**src/rtl/breakout_input_conditioner.sv**
```systemverilog
// N-channel button conditioner: synchroniser, counter debouncer, registered press/release
// strobes and an optional hold-to-repeat strobe per channel, between board pins and game logic.
module breakout_input_conditioner #(
  parameter int              N_CH            = 3,
  parameter int              DEBOUNCE_CYCLES = 10000,
  parameter int              SYNC_STAGES     = 2,
  parameter int              REPEAT_DELAY    = 25000000,
  parameter int              REPEAT_PERIOD   = 5000000,
  parameter logic [N_CH-1:0] REPEAT_MASK     = 3'b011,
  parameter logic [N_CH-1:0] INVERT_MASK     = 3'b000
) (
  input  logic            clk,
  input  logic            reset,
  input  logic [N_CH-1:0] btn_in,
  output logic [N_CH-1:0] btn_level,
  output logic [N_CH-1:0] btn_press,
  output logic [N_CH-1:0] btn_release,
  output logic [N_CH-1:0] btn_repeat
);

  localparam int CW   = $clog2(DEBOUNCE_CYCLES);
  localparam int RMAX = (REPEAT_DELAY > REPEAT_PERIOD) ? REPEAT_DELAY : REPEAT_PERIOD;
  localparam int RW   = $clog2(RMAX);

  localparam logic [CW-1:0] CNT_LAST    = CW'(DEBOUNCE_CYCLES - 1);
  localparam logic [RW-1:0] DELAY_LAST  = RW'(REPEAT_DELAY - 1);
  localparam logic [RW-1:0] PERIOD_LAST = RW'(REPEAT_PERIOD - 1);

  typedef enum logic [1:0] {
    RPT_IDLE,
    RPT_DELAY,
    RPT_REPEAT
  } rpt_state_e;

  for (genvar i = 0; i < N_CH; i++) begin : g_ch
    logic [SYNC_STAGES-1:0] sync_q;
    logic                   s;
    logic                   level_q;
    logic [CW-1:0]          cnt_q;
    logic                   settle;
    logic                   rise;
    logic                   fall;
    logic                   press_q;
    logic                   release_q;
    logic                   repeat_q;
    logic                   repeat_d;
    rpt_state_e             state_q;
    rpt_state_e             state_d;
    logic [RW-1:0]          rcnt_q;
    logic [RW-1:0]          rcnt_d;

    assign s      = sync_q[SYNC_STAGES-1];
    assign settle = (s != level_q) && (cnt_q == CNT_LAST);
    assign rise   = settle && s;
    assign fall   = settle && !s;

    // NOTE: every flop here, the synchroniser included, is cleared by the async reset so that
    // a button held through reset is seen as a fresh press afterwards, never as a release.
    always_ff @(posedge clk or negedge reset) begin
      if (!reset) begin
        sync_q <= '0;
      end else begin
        // NOTE: non-blocking assignments make every stage sample the pre-edge value.
        sync_q <= {sync_q[SYNC_STAGES-2:0], btn_in[i] ^ INVERT_MASK[i]};
      end
    end

    // Any sample agreeing with the current level restarts the stability count.
    always_ff @(posedge clk or negedge reset) begin
      if (!reset) begin
        level_q   <= 1'b0;
        cnt_q     <= '0;
        press_q   <= 1'b0;
        release_q <= 1'b0;
        repeat_q  <= 1'b0;
      end else begin
        if (s == level_q) begin
          cnt_q <= '0;
        end else if (cnt_q == CNT_LAST) begin
          level_q <= s;
          cnt_q   <= '0;
        end else begin
          cnt_q <= cnt_q + 1'b1;
        end
        press_q   <= rise;
        release_q <= fall;
        repeat_q  <= repeat_d;
      end
    end

    always_comb begin
      // NOTE: defaults first so no path through the case leaves a variable unassigned (no latch).
      state_d  = state_q;
      rcnt_d   = rcnt_q;
      repeat_d = 1'b0;
      case (state_q)
        RPT_IDLE: begin
          if (rise) begin
            repeat_d = 1'b1;
            rcnt_d   = '0;
            if (REPEAT_MASK[i]) state_d = RPT_DELAY;
          end
        end
        RPT_DELAY, RPT_REPEAT: begin
          // Release takes priority over a terminal count landing on the same edge.
          if (fall) begin
            state_d = RPT_IDLE;
            rcnt_d  = '0;
          end else if (rcnt_q == ((state_q == RPT_DELAY) ? DELAY_LAST : PERIOD_LAST)) begin
            repeat_d = 1'b1;
            rcnt_d   = '0;
            state_d  = RPT_REPEAT;
          end else begin
            rcnt_d = rcnt_q + 1'b1;
          end
        end
        default: begin
          state_d = RPT_IDLE;
          rcnt_d  = '0;
        end
      endcase
    end

    always_ff @(posedge clk or negedge reset) begin
      if (!reset) begin
        state_q <= RPT_IDLE;
        rcnt_q  <= '0;
      end else begin
        state_q <= state_d;
        rcnt_q  <= rcnt_d;
      end
    end

    assign btn_level[i]   = level_q;
    assign btn_press[i]   = press_q;
    assign btn_release[i] = release_q;
    assign btn_repeat[i]  = repeat_q;
  end

endmodule

```
**config.mk**
```make
export PLATFORM = sky130hd
export DESIGN_NAME = breakout_input_conditioner
export DESIGN_NICKNAME = d
export VERILOG_FILES = /design/src/rtl/breakout_input_conditioner.sv
export SDC_FILE = /design/constraint.sdc
export NUM_CORES = 1
export LEC_CHECK = 0
export ABC_AREA = 1
export BUFFER_PORTS_ARGS = -buffer_cell sky130_fd_sc_hd__buf_4
export CORE_MARGIN = 10
export CORE_UTILIZATION = 35
export CTS_CLUSTER_SIZE = 14
export DETAILED_ROUTE_END_ITERATION = 10
export PLACE_DENSITY_LB_ADDON = 0.12
export SETUP_SLACK_MARGIN = 0.05
export SKIP_LAST_GASP = 1
export SYNTH_ARGS = -nofsm -noshare
export SYNTH_HDL_FRONTEND = slang
export SYNTH_SLANG_ARGS = --single-unit
```
**constraint.sdc**
```tcl
create_clock -name clk -period 2.62 [get_ports clk]
set_input_delay 0.393 -clock clk [delete_from_list [all_inputs] [get_ports clk]]
set_output_delay 0.393 -clock clk [all_outputs]
set_load 0.005 [all_outputs]
```
# After elaboration in Yosys (flattened, before gate mapping)
# Cells that the tools add are included.
[totals] register_bits=141 in_bits=5 output_inout_bits=12 wordCells=126
[classes] n_addsub=6 eq_ne=24 muxes=44 n_bitwise=4 reduce_logical=24
[ops] op="25-bit 2-to-1 mux" n=12
[ops] op="25-bit one-hot mux with 2 select lines" n=3
[ops] op="14-bit 2-to-1 mux" n=6
[ops] op="25-bit by 1-bit adder with 25-bit output, second input constant" n=3
[ops] op="25-bit == test" n=3
[ops] op="14-bit by 1-bit adder with 14-bit output, second input constant" n=3
[ops] op="14-bit == test, second input constant" n=3
[ops] op="2-bit 2-to-1 mux" n=8
[ops] op="2-bit one-hot mux with 2 select lines" n=3
[ops] op="2-bit AND reduction" n=6
[ops] op="1-bit logical AND" n=9
[ops] op="1-bit 2-to-1 mux" n=9
[ops] op="3-bit != test, second input constant" n=3
[ops] op="2-bit by 1-bit == test with 1-bit output, second input constant" n=3
[ops] op="2-bit == test, second input constant" n=3
[ops] op="2-bit zero test" n=3
[ops] op="2-bit != test, second input constant" n=3
[ops] op="1-bit one-hot mux with 2 select lines" n=3
[ops] op="2-bit OR reduction" n=3
[ops] op="1-bit inverter" n=4
[ops] op="1-bit == test" n=3
[ops] op="1-bit zero test" n=3
[ops] op="1-bit != test" n=3

# Depth between registers and ports, before layout
# Gate-level depths: netlist (run 1).
[depth] word_depth=6 ltp_mapped=11 mapped_depth_nobuf=11

# Worst setup path before layout (run 1)
# Ideal clock, no wire load.
[synth_path] path_type="register to register" start="register g_ch[1].cnt_q[0]" end="register g_ch[1].rcnt_q[18]" setup_ns=0.117 arrival_ns=1.471 t_required_ns=2.503 slack_ns=1.032 path_stages_with_launch=10 path_buffers=1 synth_period_minus_slack_ns=1.588 cell_sequence="dfrtp_1 > ha_1 > nand3_1 > nor2_2 > nand3_2 > nand2_4 > inv_2 > a21oi_2 > buf_6 > nor2_1"
[synth_via] elab_chain_cells=5 word_cells_on_any_way=7 classes_between="2 x eq/ne; 2 x mux; 3 x reduce/logical"
[synth_rtl] item="start: declaration" line_no="39" source="logic [CW-1:0] cnt_q;"
[synth_rtl] item="start signal: assignment" line_no="83" source="cnt_q <= cnt_q + 1'b1;"
[synth_rtl] item="14-bit == test *" line_no="53" source="assign settle = (s != level_q) && (cnt_q == CNT_LAST);"
[synth_rtl] item="1-bit logical AND *" line_no="53"
[synth_rtl] item="1-bit logical AND" line_no="55" source="assign fall = settle && !s;"
[synth_rtl] item="25-bit 2-to-1 mux" line_no="106" source="if (fall) begin"
[synth_rtl] item="25-bit one-hot mux with 2 select lines" line_no="96" source="case (state_q)"
[synth_rtl] item="end signal: assignment" line_no="130" source="rcnt_q <= rcnt_d;"
[synth_rtl] item="end: declaration" line_no="49" source="logic [RW-1:0] rcnt_q;"
# Mark *: on every way between the ends. The rest lies on a longest branch, timed or not.
# A chain may end at the register's enable or synchronous reset.

# Worst setup path after layout (run 1)
[layout_path] start="register g_ch[1].cnt_q[0]" end="register g_ch[1].state_q[1]"
[layout_via] elab_chain_cells=5 word_cells_on_any_way=9 classes_between="3 x eq/ne; 2 x mux; 4 x reduce/logical"
[layout_rtl] item="14-bit == test *" line_no="53"
[layout_rtl] item="1-bit logical AND *" line_no="53"
[layout_rtl] item="1-bit logical AND (on tied branches)" line_no="55, 54"
[layout_rtl] item="2-bit 2-to-1 mux, or another cell as far along" line_no="106"
[layout_rtl] item="2-bit one-hot mux with 2 select lines / 2-bit AND reduction (equally long branches)"
[layout_rtl] item="end signal: assignment" line_no="129" source="state_q <= state_d;"
[layout_rtl] item="end: declaration" line_no="47" source="rpt_state_e state_q;"
# Marks and branches as above.

==> impl_metrics.yaml, run 1 <==
synth:
  synthArstFlopShare_pct: 100
  synth_common_cells: "266 x nand2_1, 165 x nor2_1, 155 x inv_1"
  syn_avg_cell_area_um2: 7.33
  yosysWarnings: 0
  ys_seq_area_share_pct: 41.9
  ys_seq_elements: 140
  synth_enable_flop_cells: 0
  syn_nets: 1159
  synth_area_leaders: "dfrtp_1 42%, nand2_1 12%, nor2_1 7.4%, inv_1 7.0%, nand3_1 5.8%"
  postSynthCellCount: 1141
  synth_top_area_cell: "dfrtp_1"
  synth_top_area_share_pct: 41.9
  synth_flop_cell: "dfrtp_1"
  synth.distinct_cells: 44
  netlist_area_um2: 8360
  yosysMostFrequentCell: "nand2_1"
route:
  drt_first_iter_violations: 508
  wire_per_inst_um: 13.1
  drt-pass1-iter-count: 5
  vias: 7066
  dr_wl_met3_um: 550
  route.antenna.remaining_nets: 0
  wl_met2_um: 9220
  m1WireLength_um: 9450
  drt_wl_total_um: 19400
  vias_per_cell: 4.75
  drc: 0
  dr.max_layer_used: "met4"
cells_and_area:
  syn_to_final_growth_pct: 12.0
  drive_above_1_share_pct: 9.93
  fillers: 2466
  fin_util_pct: 39.9
  final_nets: 1173
  n_antenna_cell: 0
setup_path:
  slowest_delay_ns: 0.36
  slowest_stage: "dfrtp_1"
  crit_type: "flop to flop"
  worst_path_most_repeated_cell: "nand2_1"
  required_ns: 2.98
  critical_path.max_fanout: 30
  cp_cell_sequence: "ha_1 -> nand3_1 -> nor2_2 -> nand3_2 -> nand2_4 -> inv_2 -> a21oi_2 -> buf_4 -> nand2_1 -> nand2_1"
  cp-end-kind: "flop"
  r2r_cells: 10
  start_kind: "flop"
  worstPathArrival_ns: 2.40
global_route:
  antenna_found_initial: 0
  grt_pass1_vias: 6980
  grt_use_total_pct: 13.3
  overflow: 0
  grt_start_max_net_pins: 60
  grt_pass1_wl_um: 34000
clock_network:
  post_cts_buffers: 0
  cts_buffer_depth: 2
  cts_buffers: 17
  clkTransAtPathRegs_ns: 0.06
  cts_resized: 0
  cts_tree: "done"
  cts-root-buf: "clkbuf_16"
  cts_hold_buf: 1
  htreeDepth: 4
  cts.sinks: 140
  insertion_delay_ns: 0.42
timing:
  finalClockSkew_ns: 0.0101
  finalSetupViolations: 0
  hold_viol: 0
  max_clock_freq_ghz: 0.489
  final.setup.tns_ns: 0
  max_slew_margin_pct: 53.9
  rsz0062_at_grt: "false"
  finalCritPeriodShare_pct: 78.0
  worstMarginPinSlew_ns: 0.690
  drv_slew: 0
  fin_crit_ns: 2.04
placed_design:
  dp_hpwl_um: 14100
  globalplace.congestion: 0.854
  io_buffer_count: 16
flow_run:
  drv_cap: 0
power_and_ir_drop:
  p_leak_nw: 4.54
  p_per_area_nw_per_um2: 520
  peakVddDrop_mv: 0.346
floorplan:
  fp-row-count: 56
  ios: 17
  die_h_um: 175
  core_um2: 23500
  die_x_um: 175
  dieArea_um2: 30500
  start_util_pct: 35.6
outcome:
  status: "finished clean"
hold_path:
  hold_depth: 1
  hold_class: "input pin to flop"
where the power goes:
part,internal [mW],switching (mW)
logic,0.0245,0.0718
registers,2.18,0.00981
clock network,1.62,0.964
through the flow:
stage	cell area (um^2)	std cells	power [mW]	setup slack, ns	hold WS, ns
after floorplan	8360	1141	2.26	1.03	0.0974
after global placement	8720	1454	2.33	0.603	0.336
after detailed placement	8720	1454	2.33	0.577	0.338
after CTS	9360	1487	4.96	0.569	0.0513
after global routing	9360	1487	5.08	0.395	0.0428
final	9360	1487	4.87	0.576	0.0753
cells by family (layout without fill, tap and decap cells):
family	count (synthesis)	in the layout	synth area share, %
and+or+nand+nor	686	686	37.8
buffers and inverters	193	220	10.1
DFF	140	140	41.9
AOI/OAI and AO/OA	84	84	5.57
xor gates and xnor gates	24	24	2.51
adders and majority gates	13	13	1.95
muxes	1	1	0.120
final timing paths:
path | to | slack [ns] | start
max in group asynchronous | g_ch[0].rcnt_q[0] | 1.36 | reset
worst max-delay path | g_ch[1].state_q[1] | 0.58 | g_ch[1].cnt_q[0]
worst min register to register | g_ch[0].sync_q[1] | 0.35 | g_ch[0].sync_q[0]
worst min-delay path | g_ch[0].sync_q[0] | 0.08 | btn_in[0]
min in group asynchronous | g_ch[2].rcnt_q[21] | 0.51 | reset
worst max register to register | g_ch[1].state_q[1] | 0.58 | g_ch[1].cnt_q[0]
registers in the layout (all words and copies together), names as in the netlist:
| register | count |
|---|---|
| g_ch.level_q | 3 |
| g_ch.rcnt_q | 75 |
| g_ch.release_q | 3 |
| g_ch.sync_q | 6 |
| g_ch.repeat_q | 3 |
| g_ch.press_q | 3 |
| g_ch.state_q | 5 |
| g_ch.cnt_q | 42 |
layout make-up:
class / instances / area, um^2 / share of cell area [%]
repair buffers: 25 / 206 / 2.20
clock inverters: 10 / 135 / 1.44
well taps: 319 / 399 / 4.26
flip-flops and latches: 140 / 3500 / 37.4
multi-input cells: 808 / 4010 / 42.9
clock buffers: 22 / 494 / 5.28
inverters: 163 / 612 / 6.53
metal layers:
| metal | track usage [%] | vias up |
|---|---|---|
| met5 | 0 | - |
| met2 | 21.8 | 87 |
| met4 | 3.99 | 0 |
| met3 | 2.90 | 16 |
| li1 | - | 3667 |
| met1 | 17.2 | 3296 |
layout by cell type (no fill, tap or decap), types with 17 or more instances in the layout:
cell type and n:
dfrtp_1 140, nor2_1 165, xor2_1 22, nand4_1 50
o21ai_0 35, nand2_1 266, nor3_1 33, inv_1 155
buf_4 22, a21oi_1 33, clkbuf_16 17, nand3_1 97
nor2_2 17
critical path: cells and delay by family, from the launching register on:
family / cells / cell delay (ns)
adders and majority gates: 1 / 0.19
DFF: 1 / 0.36
buffers and inverters: 2 / 0.36
and+or+nand+nor: 6 / 0.94
AOI/OAI and AO/OA: 1 / 0.12
(Power assumes the default switching activity.)
==> run 2, diff against run 1 <==
- clock period: 2.62 -> 1.7 ns (I/O delays scaled with it)
==> impl_metrics.yaml, run 2 (same netlist as run 1, synthesis figures left out) <==
outcome:
  status: "finished clean"
cells_and_area:
  top_regs: "g_ch.rcnt_q (75), g_ch.cnt_q (42), g_ch.sync_q (6)"
  syn_to_final_growth_pct: 34.0
  layout_common_cells: "246 x nand2_1, 149 x inv_1, 143 x nor2_1"
  n_antenna_cell: 0
  drive_above_1_share_pct: 26.2
  fillers: 2303
  max_flop_register: "g_ch.rcnt_q"
  final_nets: 1309
  largest_reg_flops: 75
  final_common_cell: "nand2_1"
timing:
  finalCritPeriodShare_pct: 95.0
  max_slew_margin_pct: 77.0
  finalClockSkew_ns: 0.0127
  setup_ws_ns: 0.0850
  fin_crit_ns: 1.62
  drv_slew: 0
  final.setup.tns_ns: 0
  rsz0062_at_grt: "true"
  finalSetupViolations: 0
  max_clock_freq_ghz: 0.619
  worstMarginPinSlew_ns: 0.343
  hold_viol: 0
power_and_ir_drop:
  p_switching_mw: 1.68
  seqPwrFrac_pct: 45.3
  p_comb_share_pct: 2.6
  power.internal_mw: 5.79
  p_per_area_nw_per_um2: 666
  peakVddDrop_mv: 0.614
  clockPowerShare_pct: 52.1
  p_leak_nw: 5.35
  swShare_pct: 22.4
floorplan:
  die_h_um: 175
  start_util_pct: 35.6
  fp-row-count: 56
  ios: 17
  core_um2: 23500
  die_x_um: 175
  dieArea_um2: 30500
global_route:
  grt_pass1_vias: 7300
  grt_pass1_wl_um: 35200
  overflow: 0
  antenna_found_initial: 0
  grt_use_total_pct: 13.8
  grt_start_max_net_pins: 48
route:
  drt_wl_total_um: 21500
  route.antenna.remaining_nets: 0
  vias: 7668
  wire_per_inst_um: 13.2
  dr.max_layer_used: "met4"
  drt-pass1-iter-count: 5
  wl_met2_um: 10400
  m1WireLength_um: 10300
  vias_per_cell: 4.72
  drt_first_iter_violations: 455
  drc: 0
  dr_wl_met3_um: 478
placed_design:
  globalplace.congestion: 0.856
  dp_hpwl_um: 14900
  io_buffer_count: 16
  dp_worst_setup_slack_ns: -0.0825
clock_network:
  cts_buffer_depth: 2
  cts_buffers: 17
  cts-root-buf: "clkbuf_16"
  cts_tree: "done"
  cts.sinks: 140
  insertion_delay_ns: 0.43
  htreeDepth: 4
  clkTransAtPathRegs_ns: 0.07
flow_run:
  drv_cap: 0
hold_path:
  hold_class: "input pin to async pin"
setup_path:
  required_ns: 2.01
  start_kind: "flop"
  crit_type: "flop to flop"
  cp-end-kind: "flop"
  worstPathArrival_ns: 1.93
  critical_path.max_fanout: 8
[run 2: cell count changes in the layout (fill, tap and decap cells not counted), sizes merged]
cell / previous run / this run
buf: 24 / 152
clkinv: 5 / 4
a21oi: 35 / 36
clkinvlp: 1 / 2
inv: 164 / 167
nand2: 283 / 284
dlygate4sd3: 1 / 4
[run 2: per-layer routing]
| layer | up-vias | track usage, % |
|---|---|---|
| li1 | 3977 | - |
| met5 | - | 0 |
| met2 | 60 | 22.3 |
| met1 | 3607 | 18.0 |
| met4 | 0 | 4.87 |
| met3 | 24 | 2.60 |
[run 2: power by group through the flow]
stage / clock network, mW / registers [mW] / logic, mW
after detailed placement: 0 / 3.43 / 0.176
after global placement: 0 / 3.43 / 0.176
after CTS: 4.02 / 3.37 / 0.191
after global routing: 4.14 / 3.38 / 0.231
after floorplan: 0 / 3.43 / 0.0520
final: 3.89 / 3.38 / 0.197
[run 2: worst max-delay path, stage by stage, from the launching register on]
cell and delay (ns):
dfrtp_1 0.45, inv_1 0.13, nor3_2 0.22, nand3_1 0.10, nand2_1 0.13, nand2_4 0.12, nand2_8 0.14, nand2_8 0.08
nand2_1 0.06, o21ai_0 0.07
[run 2: final cells by class]
type,instances,area [um^2],share of cell area (%)
clock buffers,19,443,3.95
clock inverters,13,164,1.46
inverters,163,617,5.51
multi-input cells,810,4610,41.2
flip-flops and latches,140,3510,31.4
well taps,319,399,3.56
repair buffers,159,1450,13.0
[run 2: what timing repair did]
item / 4_1_cts / 5_1_grt
setup buffers: 7 / 24
setup endpoints to repair: 52 / 94
pin swaps: 18 / 57
resized for setup: 26 / 137
endpoints found under the hold margin: 28 / 0
hold buffers: 4 / 0
cloned: 2 / 6
[run 2: stage by stage]
stage,power [mW],utilization (%),hold slack (ns),cells,area (um^2)
floorplan,3.48,-,-0.0406,1141,8360
global placement,3.61,40.5,0.169,1548,9500
detailed placement,3.61,40.5,0.169,1548,9500
CTS,7.58,44.1,0.285,1593,10400
global route,7.75,47.7,0.296,1623,11200
finish,7.46,47.7,0.282,1623,11200
[run 2: worst paths after layout]
path,startpoint,endpoint,slack [ns],cells past startpoint
max,g_ch[0].rcnt_q[16],g_ch[0].state_q[1],0.08,9
min,reset,g_ch[2].rcnt_q[10],0.28,2
max reg2reg,g_ch[0].rcnt_q[16],g_ch[0].state_q[1],0.08,9
min reg2reg,g_ch[0].sync_q[0],g_ch[0].sync_q[1],0.35,0
max in group asynchronous,reset,g_ch[1].rcnt_q[6],0.85,3
min in group clk,g_ch[0].sync_q[0],g_ch[0].sync_q[1],0.35,0
==> run 3, diff against run 2 <==
- CTS_BUF_LIST: not set -> sky130_fd_sc_hd__clkbuf_2
==> impl_metrics.yaml, run 3 (same netlist as run 1, synthesis figures left out) <==
power_and_ir_drop:
  power.internal_mw: 4.28
  peakVddDrop_mv: 0.340
  power_mw: 5.78
  p_comb_share_pct: 3.6
  seqPwrFrac_pct: 58.5
  p_switching_mw: 1.51
  swShare_pct: 26.0
  p_per_area_nw_per_um2: 515
  p_leak_nw: 5.36
  clockPowerShare_pct: 37.8
floorplan:
  core_um2: 23500
  dieArea_um2: 30500
  start_util_pct: 35.6
  die_h_um: 175
  ios: 17
  die_x_um: 175
  fp-row-count: 56
hold_path:
  min_to: "g_ch[1].sync_q[0]"
  hold_class: "input pin to flop"
  hold_depth: 2
  hp-start: "btn_in[1]"
clock_network:
  cts_tree: "done"
  cts_buffers: 17
  cts.sinks: 140
  cts_buffer_depth: 2
  htreeDepth: 4
  insertion_delay_ns: 0.73
  cts-root-buf: "clkbuf_2"
  clkTransAtPathRegs_ns: 0.24
cells_and_area:
  drive_above_1_share_pct: 28.4
  layout_common_cells: "239 x nand2_1, 145 x inv_1, 144 x buf_4"
  final_nets: 1337
  largest_reg_flops: 75
  fillers: 2317
  top_regs: "g_ch.rcnt_q (75), g_ch.cnt_q (42), g_ch.sync_q (6)"
  final_common_cell: "nand2_1"
  max_flop_register: "g_ch.rcnt_q"
  syn_to_final_growth_pct: 34.2
outcome:
  violations: "negative setup slack"
  status: "finished with violations"
timing:
  hold_viol: 0
  finalCritPeriodShare_pct: 103
  rsz0062_at_grt: "true"
  worstMarginPinSlew_ns: 0.469
  finalSetupViolations: 10
  max_clock_freq_ghz: 0.573
  max_slew_margin_pct: 68.7
  setup_ws_ns: -0.0466
  fin_crit_ns: 1.75
  finalClockSkew_ns: 0.0505
  drv_slew: 0
route:
  wire_per_inst_um: 13.3
  drt_first_iter_violations: 440
  vias: 7782
  drt_wl_total_um: 21900
  drc: 0
  vias_per_cell: 4.71
  dr.max_layer_used: "met4"
  dr_wl_met3_um: 608
  drt-pass1-iter-count: 7
  m1WireLength_um: 10500
  wl_met2_um: 10600
  route.antenna.remaining_nets: 0
global_route:
  grt_use_total_pct: 13.8
  grt_pass1_vias: 7384
  grt_start_max_net_pins: 48
  antenna_found_initial: 1
  grt_pass1_wl_um: 35400
  overflow: 0
setup_path:
  rrSetupSlack_ns: -0.05
  r2r_cells: 10
  critical_path.max_fanout: 5
  required_ns: 2.35
  worstPathArrival_ns: 2.39
  r2r-end: "g_ch[1].rcnt_q[18]"
  crit_type: "flop to flop"
  cp-end-kind: "flop"
  reg2reg_from: "g_ch[1].cnt_q[0]"
  start_kind: "flop"
placed_design:
  dp_hpwl_um: 14900
  io_buffer_count: 16
  dp_worst_setup_slack_ns: -0.0825
  globalplace.congestion: 0.856
flow_run:
  drv_cap: 0
-- run 3: power groups by stage --
stage / clock network, mW / logic [mW] / registers (mW)
6_report: 2.19 / 0.210 / 3.38
5_1_grt: 2.41 / 0.243 / 3.39
4_1_cts: 2.29 / 0.201 / 3.38
3_5_place_dp: 0 / 0.176 / 3.43
3_3_place_gp: 0 / 0.176 / 3.43
2_1_floorplan: 0 / 0.0520 / 3.43
-- run 3: repair_timing --
action | in CTS | in global routing
endpoints found under the setup margin | 59 | 107
pin swaps | 19 | 58
hold buffers | 6 | 0
gates cloned | 3 | 6
resized for setup | 31 | 166
endpoints found under the hold margin | 143 | 0
buffers inserted | 15 | 41
-- run 3: how the worst max path moves through the flow --
stage	start	to	slack [ns]
finish	g_ch[1].cnt_q[0]	g_ch[1].rcnt_q[18]	-0.05
global route	g_ch[1].cnt_q[7]	g_ch[1].state_q[1]	-0.16
global placement	g_ch[0].cnt_q[0]	g_ch[0].rcnt_q[0]	-0.06
floorplan	g_ch[1].cnt_q[0]	g_ch[1].rcnt_q[18]	0.11
detailed placement	g_ch[0].cnt_q[0]	g_ch[0].rcnt_q[1]	-0.08
CTS	g_ch[0].cnt_q[0]	g_ch[0].rcnt_q[22]	0.003
-- run 3: through the flow --
step	std cells	hold WS (ns)	util, %	area (um^2)	setup TNS, ns
4_1_cts	1604	0.0785	43.2	10100	0
3_3_place_gp	1548	0.169	40.5	9500	-0.291
6_report	1652	0.155	47.8	11200	-0.261
5_1_grt	1652	0.0268	47.8	11200	-3.86
3_5_place_dp	1548	0.169	40.5	9500	-1.18
2_1_floorplan	1141	-0.0406	-	8360	0
-- run 3: critical path, stage by stage (launching register included) --
cell	delay [ns]
dfrtp_1	0.44
ha_4	0.17
nand3_4	0.09
nor2_4	0.16
nand3_4	0.12
nand2_8	0.12
buf_6	0.12
inv_6	0.03
a21oi_4	0.18
clkbuf_16	0.20
nor2_2	0.04
-- run 3: final cells by class --
cell class | count | area [um^2] | share of cell area [%]
Antenna cell | 1 | 2.50 | 0.0223
Clock buffer | 18 | 90.1 | 0.803
Clock inverter | 14 | 168 | 1.49
Inverter | 163 | 626 | 5.58
Multi-Input combinational cell | 810 | 4650 | 41.4
Sequential cell | 140 | 3510 | 31.3
Tap cell | 319 | 399 | 3.56
Timing Repair Buffer | 187 | 1780 | 15.8
-- run 3: layer usage --
metal | global-route usage [%] | up-vias
li1 | - | 4024
met1 | 18.0 | 3661
met2 | 22.6 | 81
met3 | 2.99 | 16
met4 | 3.53 | 0
met5 | 0 | -
